[src/rtl/riscv_core_pkg.sv]
`default_nettype none
// +----------------------------------------------------------------------------+
// | Module      : riscv_core_pkg                                               |
// | Description : Shared checkpoint id/count types, checkpoint payload layout  |
// |               offsets and a small popcount helper.                         |
// | Revision    : 1.0  initial release                                         |
// +----------------------------------------------------------------------------+
package riscv_core_pkg;

    localparam int c_cp_num = 8;
    localparam int c_cp_w   = $clog2(c_cp_num);

    typedef logic [c_cp_w-1:0] cp_id_t;
    typedef logic [c_cp_w:0]   cp_count_t;

    // Checkpoint payload layout, owned by rename; the queue treats it as opaque.
    localparam int c_cp_fl_front_lsb = 0;
    localparam int c_cp_fl_front_w   = 7;
    localparam int c_cp_al_front_lsb = c_cp_fl_front_lsb + c_cp_fl_front_w;
    localparam int c_cp_al_front_w   = 6;
    localparam int c_cp_bbt_lsb      = c_cp_al_front_lsb + c_cp_al_front_w;
    localparam int c_cp_bbt_w        = 8;
    localparam int c_cp_rmt_lsb      = c_cp_bbt_lsb + c_cp_bbt_w;
    localparam int c_cp_rmt_w        = 235;

    function automatic int unsigned cp_ones(input logic [7:0] v);
        int unsigned n;
        n = 0;
        for (int i = 0; i < 8; i++) begin
            n = n + int'(v[i]);
        end
        return n;
    endfunction

endpackage
`default_nettype wire

[src/rtl/cp_storage.sv]
`default_nettype none
// +----------------------------------------------------------------------------+
// | Module      : cp_storage                                                   |
// | Description : NUM_CP x PAYLOAD_W checkpoint payload registers, PORTS write |
// |               ports, one asynchronous read port.                           |
// | Revision    : 1.0  initial release                                         |
// +----------------------------------------------------------------------------+
module cp_storage #(
    parameter int NUM_CP    = 8,
    parameter int PAYLOAD_W = 256,
    parameter int PORTS     = 2,
    localparam int CPW      = $clog2(NUM_CP)
) (
    input  logic                       clk,
    input  logic [PORTS-1:0]           i_wr_en,
    input  logic [PORTS*CPW-1:0]       i_wr_id,
    input  logic [PORTS*PAYLOAD_W-1:0] i_wr_data,
    input  logic [CPW-1:0]             i_rd_id,
    output logic [PAYLOAD_W-1:0]       o_rd_data
);

    logic [PAYLOAD_W-1:0] r_mem [NUM_CP];

    // Later slots overwrite earlier ones on a same-id collision.
    always_ff @(posedge clk) begin
        for (int k = 0; k < PORTS; k++) begin
            if (i_wr_en[k]) begin
                r_mem[i_wr_id[k*CPW +: CPW]] <= i_wr_data[k*PAYLOAD_W +: PAYLOAD_W];
            end
        end
    end

    assign o_rd_data = r_mem[i_rd_id];

endmodule
`default_nettype wire

[src/rtl/checkpoint_queue.sv]
`default_nettype none
// +----------------------------------------------------------------------------+
// | Module      : checkpoint_queue                                             |
// | Description : Circular queue of rename checkpoints for in-flight branches; |
// |               multi-port alloc, validate, in-order retire and recall.      |
// |               Define CP_PERF_CNT_EN to add the full-stall/recall counters. |
// | Revision    : 1.0  initial release                                         |
// +----------------------------------------------------------------------------+
module checkpoint_queue
    import riscv_core_pkg::*;
#(
    parameter int NUM_CP      = 8,
    parameter int PAYLOAD_W   = 256,
    parameter int AL_W        = 6,
    parameter int ALLOC_PORTS = 2,
    parameter int RES_PORTS   = 2,
    parameter int RETIRE_MAX  = 2,
    localparam int CPW        = $clog2(NUM_CP)
) (
    input  logic                             clk,
    input  logic                             reset_n,
    input  logic                             ext_stall,
    input  logic [ALLOC_PORTS-1:0]           alloc_req,
    input  logic [ALLOC_PORTS*PAYLOAD_W-1:0] alloc_payload,
    input  logic [ALLOC_PORTS*AL_W-1:0]      alloc_al,
    output logic                             alloc_ready,
    output logic [ALLOC_PORTS*CPW-1:0]       alloc_id,
    input  logic [RES_PORTS-1:0]             validate,
    input  logic [RES_PORTS*CPW-1:0]         validated_id,
    input  logic                             recall,
    input  logic [CPW-1:0]                   recall_id,
    output logic [PAYLOAD_W-1:0]             recall_data,
    output logic [AL_W-1:0]                  oldest_al,
    output logic                             empty,
    output logic [CPW:0]                     count
`ifdef CP_PERF_CNT_EN
    ,
    output logic [31:0]                      perf_full_stall,
    output logic [31:0]                      perf_recalls
`endif
);

    logic [CPW-1:0]   r_head;
    logic [CPW-1:0]   r_tail;
    logic [CPW:0]     r_count;
    logic [NUM_CP-1:0] r_validated;
    logic [AL_W-1:0]  r_al [NUM_CP];

    logic [CPW:0]     w_nreq;
    logic [CPW:0]     w_acc;
    logic             w_alloc_en;
    logic [CPW-1:0]   w_ofs;
    logic [CPW-1:0]   w_slot_id [ALLOC_PORTS];
    logic [ALLOC_PORTS-1:0] w_wr_en;

    logic [CPW:0]     w_nret;
    logic             w_run;
    logic [CPW-1:0]   w_scan;
    logic [CPW-1:0]   w_head_nxt;

    logic [NUM_CP-1:0] w_validated_nxt;
    logic [CPW-1:0]   w_vid;
    logic             w_stale;
    logic             w_squash;
    logic [CPW-1:0]   w_recall_dist;
    logic             w_recall_live;

    // One entry is always held spare so a full queue never aliases empty.
    assign w_nreq      = (CPW+1)'(cp_ones(8'(alloc_req)));
    assign alloc_ready = ({1'b0, r_count} + {1'b0, w_nreq}) <= (CPW+2)'(NUM_CP - 1);
    assign w_alloc_en  = alloc_ready & ~ext_stall & ~recall;
    assign w_acc       = w_alloc_en ? w_nreq : '0;

    always_comb begin
        w_ofs   = '0;
        w_wr_en = '0;
        for (int k = 0; k < ALLOC_PORTS; k++) begin
            w_slot_id[k] = r_tail + w_ofs;
            w_wr_en[k]   = w_alloc_en & alloc_req[k];
            if (alloc_req[k]) begin
                w_ofs = w_ofs + CPW'(1);
            end
        end
    end

    for (genvar k = 0; k < ALLOC_PORTS; k++) begin : g_alloc_id
        assign alloc_id[k*CPW +: CPW] = w_slot_id[k];
    end

    // Retire scan sees only the validated bits registered before this edge.
    always_comb begin
        w_nret = '0;
        w_run  = 1'b1;
        w_scan = r_head;
        for (int i = 0; i < RETIRE_MAX; i++) begin
            w_scan = r_head + CPW'(i);
            if (w_run && ((CPW+1)'(i) < r_count) && r_validated[w_scan]) begin
                w_nret = w_nret + (CPW+1)'(1);
            end else begin
                w_run = 1'b0;
            end
        end
    end

    assign w_head_nxt = r_head + CPW'(w_nret);

    always_comb begin
        w_validated_nxt = r_validated;
        w_vid           = '0;
        w_stale         = 1'b0;
        w_squash        = 1'b0;
        for (int p = 0; p < RES_PORTS; p++) begin
            w_vid   = validated_id[p*CPW +: CPW];
            w_stale = 1'b0;
            for (int k = 0; k < ALLOC_PORTS; k++) begin
                if (w_wr_en[k] && (w_slot_id[k] == w_vid)) begin
                    w_stale = 1'b1;
                end
            end
            w_squash = recall && (CPW'(w_vid - recall_id) < CPW'(r_tail - recall_id));
            if (validate[p] && !w_stale && !w_squash) begin
                w_validated_nxt[w_vid] = 1'b1;
            end
        end
        for (int k = 0; k < ALLOC_PORTS; k++) begin
            if (w_wr_en[k]) begin
                w_validated_nxt[w_slot_id[k]] = 1'b0;
            end
        end
    end

    always_ff @(posedge clk or negedge reset_n) begin
        if (!reset_n) begin
            r_head      <= '0;
            r_tail      <= '0;
            r_count     <= '0;
            r_validated <= '0;
            for (int i = 0; i < NUM_CP; i++) begin
                r_al[i] <= '0;
            end
        end else begin
            r_head      <= w_head_nxt;
            r_validated <= w_validated_nxt;
            if (recall) begin
                r_tail  <= recall_id;
                r_count <= {1'b0, CPW'(recall_id - w_head_nxt)};
            end else begin
                r_tail  <= r_tail + CPW'(w_acc);
                r_count <= r_count + w_acc - w_nret;
            end
            for (int k = 0; k < ALLOC_PORTS; k++) begin
                if (w_wr_en[k]) begin
                    r_al[w_slot_id[k]] <= alloc_al[k*AL_W +: AL_W];
                end
            end
        end
    end

    cp_storage #(
        .NUM_CP    (NUM_CP),
        .PAYLOAD_W (PAYLOAD_W),
        .PORTS     (ALLOC_PORTS)
    ) u_storage (
        .clk       (clk),
        .i_wr_en   (w_wr_en),
        .i_wr_id   (alloc_id),
        .i_wr_data (alloc_payload),
        .i_rd_id   (recall_id),
        .o_rd_data (recall_data)
    );

    assign oldest_al = r_al[r_head];
    assign empty     = (r_count == '0);
    assign count     = r_count;

`ifdef CP_PERF_CNT_EN
    logic [31:0] r_perf_full_stall;
    logic [31:0] r_perf_recalls;

    always_ff @(posedge clk or negedge reset_n) begin
        if (!reset_n) begin
            r_perf_full_stall <= '0;
            r_perf_recalls    <= '0;
        end else begin
            if ((w_nreq != '0) && !alloc_ready && (r_perf_full_stall != '1)) begin
                r_perf_full_stall <= r_perf_full_stall + 32'd1;
            end
            if (recall && (r_perf_recalls != '1)) begin
                r_perf_recalls <= r_perf_recalls + 32'd1;
            end
        end
    end

    assign perf_full_stall = r_perf_full_stall;
    assign perf_recalls    = r_perf_recalls;
`endif

    assign w_recall_dist = recall_id - r_head;
    assign w_recall_live = ({1'b0, w_recall_dist} < r_count);

    a_recall_live: assert property (@(posedge clk) disable iff (!reset_n) recall |-> w_recall_live)
        else $error("recall_id outside the live checkpoint window");

endmodule
`default_nettype wire

[config.mk]
export PLATFORM = sky130hd
export DESIGN_NAME = checkpoint_queue
export DESIGN_NICKNAME = d
export VERILOG_FILES = /design/src/rtl/riscv_core_pkg.sv /design/src/rtl/cp_storage.sv /design/src/rtl/checkpoint_queue.sv
export SDC_FILE = /design/constraint.sdc
export NUM_CORES = 2
export LEC_CHECK = 0
export ABC_AREA = 1
export BUFFER_PORTS_ARGS = -buffer_cell sky130_fd_sc_hd__buf_4
export CAP_MARGIN = 20
export CORE_AREA = 2 2 608 368
export DETAILED_ROUTE_END_ITERATION = 8
export DIE_AREA = 0 0 610 370
export PLACE_DENSITY = 0.64
export SYNTH_ARGS = -nofsm -noshare
export SYNTH_HDL_FRONTEND = slang
export SYNTH_SLANG_ARGS = --single-unit
[constraint.sdc]
create_clock -name clk -period 37 [get_ports clk]
set_input_delay 5.55 -clock clk [delete_from_list [all_inputs] [get_ports clk]]
set_output_delay 5.55 -clock clk [all_outputs]
set_load 0.005 [all_outputs]
# ---- Yosys cells after proc, flatten, opt, wreduce, memory -nomap -nowiden
# Memory sizes are Yosys's and may differ from the RTL's.
# Index checks and enable logic that the tools add are counted.
dict set report word_totals {
  ff_bits 66
  ramBits 2048
  in_bits 541
  output_inout_bits 274
  elab_cells 131
  n_memories 1
}
dict set report classes {
  n_addsub 13
  magnitude_cmp 20
  n_eq_ne 4
  muxes 42
  n_bitwise 15
  n_reduce_logical 24
}
# memory words word_bits read_ports rd_ports_with_merged_regs wr line_no
set mem_list {}
lappend mem_list {u_storage.r_mem 8 256 1 0 2 cp_storage.sv:22} ;# logic [PAYLOAD_W-1:0] r_mem [NUM_CP];
# operator count
set op_table {}
lappend op_table {{$bwmux 48} 2}
lappend op_table {{$mux 48} 2}
lappend op_table {{$demux 6 s3} 2}
lappend op_table {{$mux 8} 4}
lappend op_table {{$lt 3x4->1 const B} 6}
lappend op_table {{$mux 6} 4}
lappend op_table {{$logic_and 1x1->1} 19}
lappend op_table {{$bmux 6 s3} 1}
lappend op_table {{$mux 1} 17}
lappend op_table {{$and 8x8->8} 2}
lappend op_table {{$not 8->8} 2}
lappend op_table {{$or 8x8->8} 2}
lappend op_table {{$demux 1 s3} 4}
lappend op_table {{$eq 3x3->1} 4}
lappend op_table {{$ge 3x1->1 const B} 4}
lappend op_table {{$ge 4x4->1 const B} 3}
lappend op_table {{$not 3->4} 3}
lappend op_table {{$sub 3x3->3} 4}
lappend op_table {{$lt 1x4->1 const A} 2}
lappend op_table {{$lt 4x1->1 const B} 2}
lappend op_table {{$mux 4} 2}
lappend op_table {{$add 3x3->3} 2}
lappend op_table {{$bmux 1 s3} 2}
lappend op_table {{$lt 3x3->1} 2}
lappend op_table {{other kinds (14)} 21}

# ---- Logic depth before layout (Yosys ltp)
dict set report depth {
  depth_word 19
  mapped_depth 17
}

# ---- Hierarchy
# From an unflattened synthesis, not the netlist that was laid out.
dict set report unflattened {
  cells_unflattened 14643
  area_unflattened_um2 115766.0
}
# module instances cells_per_inst area_each_um2 seq_area_each_um2
set modules_own_cells {}
lappend modules_own_cells {cp_storage 1 13940 110780.0 61499.0}
lappend modules_own_cells {checkpoint_queue 1 703 4986.0 1651.6}

# ---- Least setup slack after synthesis
# Ideal clock, no wire load.
dict set report synth_timing {
  path_kind {input -> register}
  start {in alloc_req[0]}
  end {mem u_storage.r_mem[6][0], enable pin}
  arrival_ns 24.668
  setup_slack_ns 11.102
  stages 10
  path_buffers 0
  cell_sequence {ha_1 -> ha_1 -> inv_1 -> fa_1 -> inv_1 -> nand2_1 -> nand3_2 -> nor2_8 -> nand2_2 -> o21ai_0}
}
# item line_no
set synth_rtl {}
lappend synth_rtl {{from (decl)} checkpoint_queue.sv:23} ;# input logic [ALLOC_PORTS-1:0] alloc_req,
lappend synth_rtl {{to (decl)} cp_storage.sv:22}

# ---- Worst setup path in the final report
dict set report layout_timing {
  start {in recall_id[0]}
  end {out recall_data[156]}
}
dict set report layout_between {
  elab_chain_cells 1
}
# item line_no
set layout_rtl {}
lappend layout_rtl {{from (decl)} checkpoint_queue.sv:31} ;# input logic [CPW-1:0] recall_id,
lappend layout_rtl {{$mem_v2 8x256} -}
lappend layout_rtl {{to (decl)} checkpoint_queue.sv:32} ;# output logic [PAYLOAD_W-1:0] recall_data,
# Every way passes these cells.

==> impl_metrics.toml <==
[outcome]
status = "completed"

[layout]
instances_no_fill = 14700
areaGrowthSynthToFinish_pct = 12.0
nNetsFinal = 12200
n_fill_cell = 19500
multi_input_area_sq_um = 35900
register_area_sq_um = 63200
stdcell_area_sq_um = 118000
drive_above_1_share_pct = 10.6

[routing]
wire_per_inst_microns = 24.3
wirelength_mm = 357
drc = 0
dr.pass1.iters = 6
drtIter0Drc = 11400
antenna_left = 0
num_vias = 87300
viasPerCell = 5.93

[timing]
setup_tns_ps = 0
setup_ws_ps = 21070
maxSlewViolCount = 0
max_freq_mhz = 62.8
period_needed_ps = 15930
relSlewSlack_pct = 23.7
fin_worst_skew_ps = 31.5
tightestPinTransition_ps = 1140
grt_setup_unrepaired = "no"
finalSetupViolations = 0
fin_crit_sh_pct = 43.0
worst_hold_slack_ps = 582
hold_violations = 0

[synth]
synthTopCellsByArea = "edfxtp_1 (58%), o21ai_0 (9.9%), nand2_1 (7.9%), nor2_1 (6.6%), o21ai_1 (5.1%)"
avgSynthCellArea_sq_um = 9.10
postSynthCellCount = 11600
yosys_warnings = 0
synth_seq_cells = 2114
synth-edff-count = 2048
synth-seq-area-share_pct = 60.0
synth_cell_types = 34
syn_area_sq_um = 105000
synthArstFlopShare_pct = 3.12
synth_nets = 12100
synth_flop_cell = "edfxtp_1"
yosys.area.top_type = "edfxtp_1"
yosys.area.top_type_share_pct = 58.4

[job]
maxCapViolCount = 0

[setup_path]
required_ps = 31450
cp_max_fo = 156
critPathCaptureType = "output port"
arrival_ps = 10380
r2r_slack_ps = 30570
startpoint_type = "input port"
crit_type = "input port to output port"

[cts]
clkTransAtPathRegs_ps = 60
worstSkewPairLatency_ps = 840
htreeDepth = 4
cts-root-buf = "clkbuf_16"
postCtsHoldBufs = 0
cts_tree = "done"
cts_buffers = 211
clock_sinks = 2114
clock_path_buffers = 4
cts_resized = 0
post_cts_buffers = 0

[power_and_ir_drop]
p_comb_share_pct = 15.7
pwr-share-seq_pct = 48.3
clkPwrFrac_pct = 36.0
p_leak_nw = 46.0
powerDensity_nw_per_um2 = 49.4
p_int_mw = 4.23
switching_share_pct = 27.5
vdd_drop_max_mv = 0.0857
p_switching_mw = 1.60

[global_routing]
grt_start_max_net_pins = 248
grt_pass1_vias = 80900
grtUsageTotal_pct = 30.6
grt_pass1_wl_mm = 526
antenna_found_initial = 56
grt_overflow = 0

[placed_design]
dp_slack_ps = 21100
dp_hpwl_mm = 202
io_buffers = 814
placed_cells = 14300
gp_congestion = 0.907
placed_area_sq_um = 111000

[floorplan]
core_sq_um = 221000
rows = 134
die_area_sq_um = 226000
die_h_microns = 370
io_pins = 815
die_x_microns = 610
initial_core_util_pct = 47.7

[min_path]
hold_path.class = "register to register"
==> state kept, by name, indices dropped and copies added, names as in the netlist <==
signal,cells
r_tail,3
count,4
u_storage.r_mem,2048
r_validated,8
r_head,3
r_al,48
==> path summary, 6_finish.rpt <==
path / startpoint / cells past startpoint / endpoint
max in group asynchronous: reset_n / 1 / r_validated[1]
setup / recovery: recall_id[0] / 10 / recall_data[156]
hold reg to reg: r_al[18] / 4 / r_al[18]
hold / removal: r_al[18] / 4 / r_al[18]
min in group asynchronous: reset_n / 1 / count[3]
setup reg to reg: r_tail[0] / 12 / u_storage.r_mem[3][164]
==> metrics by stage <==
| step | util [%] | power (mW) |
|---|---|---|
| after floorplan | - | 3.44 |
| after global placement | 50.5 | 3.73 |
| after detailed placement | 50.5 | 3.76 |
| after CTS | 53.4 | 5.84 |
| after global routing | 53.5 | 6.04 |
| final | 53.5 | 5.83 |
==> cell type report <==
class / count / share of cell area, %
clock inverters: 108 / 0.785
repair buffers: 947 / 6.18
multi-input cells: 7927 / 30.4
well taps: 2924 / 3.10
flip-flops and latches: 2114 / 53.5
inverters: 390 / 1.26
diodes: 48 / 0.102
clock buffers: 253 / 4.65
==> worst max-delay path: stages <==
cell and delay [ps]:
buf_8 420, buf_12 580, buf_4 860, buf_4 720, buf_4 840, o21ai_0 210
o22ai_1 210, nor2_1 60, a31oi_1 410, buf_4 200
==> metal layers <==
| layer | routed length (microns) | part of all wire [%] | track usage, % |
|---|---|---|---|
| met5 | 105 | 0.029 | 0 |
| met4 | 16100 | 4.5 | 14.2 |
| met3 | 33700 | 9.4 | 5.24 |
| met2 | 162000 | 45 | 47.1 |
| met1 | 145000 | 41 | 42.5 |
==> kinds of logic after synthesis <==
| logic type | synth area share, % |
|---|---|
| fa+ha+maj | 0.444 |
| flops | 60.0 |
| buf+inv | 6.10 |
| compound gates | 18.4 |
| xor+xnor | 0.133 |
| simple gates | 14.9 |
==> cells in the final DEF (no fill, tap or decap), drive strengths merged <==
| cell type | count |
|---|---|
| o21ai | 3163 |
| nand2 | 2233 |
| edfxtp | 2048 |
| nor2 | 1851 |
| buf | 947 |
| inv | 391 |
| a31oi | 262 |
| o22ai | 256 |
| clkbuf | 253 |
| clkinv | 89 |
| dfrtp | 66 |
| diode | 48 |
| nand3 | 35 |
| a21oi | 31 |
| ha | 23 |
| o211ai | 19 |
| nand4 | 17 |
| bufinv | 14 |
| xor2 | 9 |
| fa | 9 |
| nor3 | 8 |
| xnor2 | 7 |
| clkinvlp | 4 |
| a211oi | 2 |
| a221oi | 1 |
| o31ai | 1 |
==> synth_stat cells, types with 7 or more instances <==
master,n
buf_1,60
nand4_1,17
o21ai_0,2081
o22ai_1,256
nand2_1,2228
xnor2_1,7
a21oi_1,31
ha_1,23
clkbuf_1,564
a31oi_1,262
o21ai_1,1082
nor3_1,8
edfxtp_1,2048
buf_2,499
nor2_1,1848
xor2_1,9
dfrtp_1,66
o211ai_1,19
fa_1,9
nand3_1,31
buf_6,7
inv_1,382
==> power by group through the flow <==
stage | Clock [mW] | Combinational [mW] | Sequential (mW)
CTS | 2.12 | 0.905 | 2.81
global route | 2.21 | 1.02 | 2.82
global placement | 0 | 0.875 | 2.86
floorplan | 0 | 0.567 | 2.87
detailed placement | 0 | 0.902 | 2.86
finish | 2.10 | 0.916 | 2.81
Power figures use the tool's default switching activity.
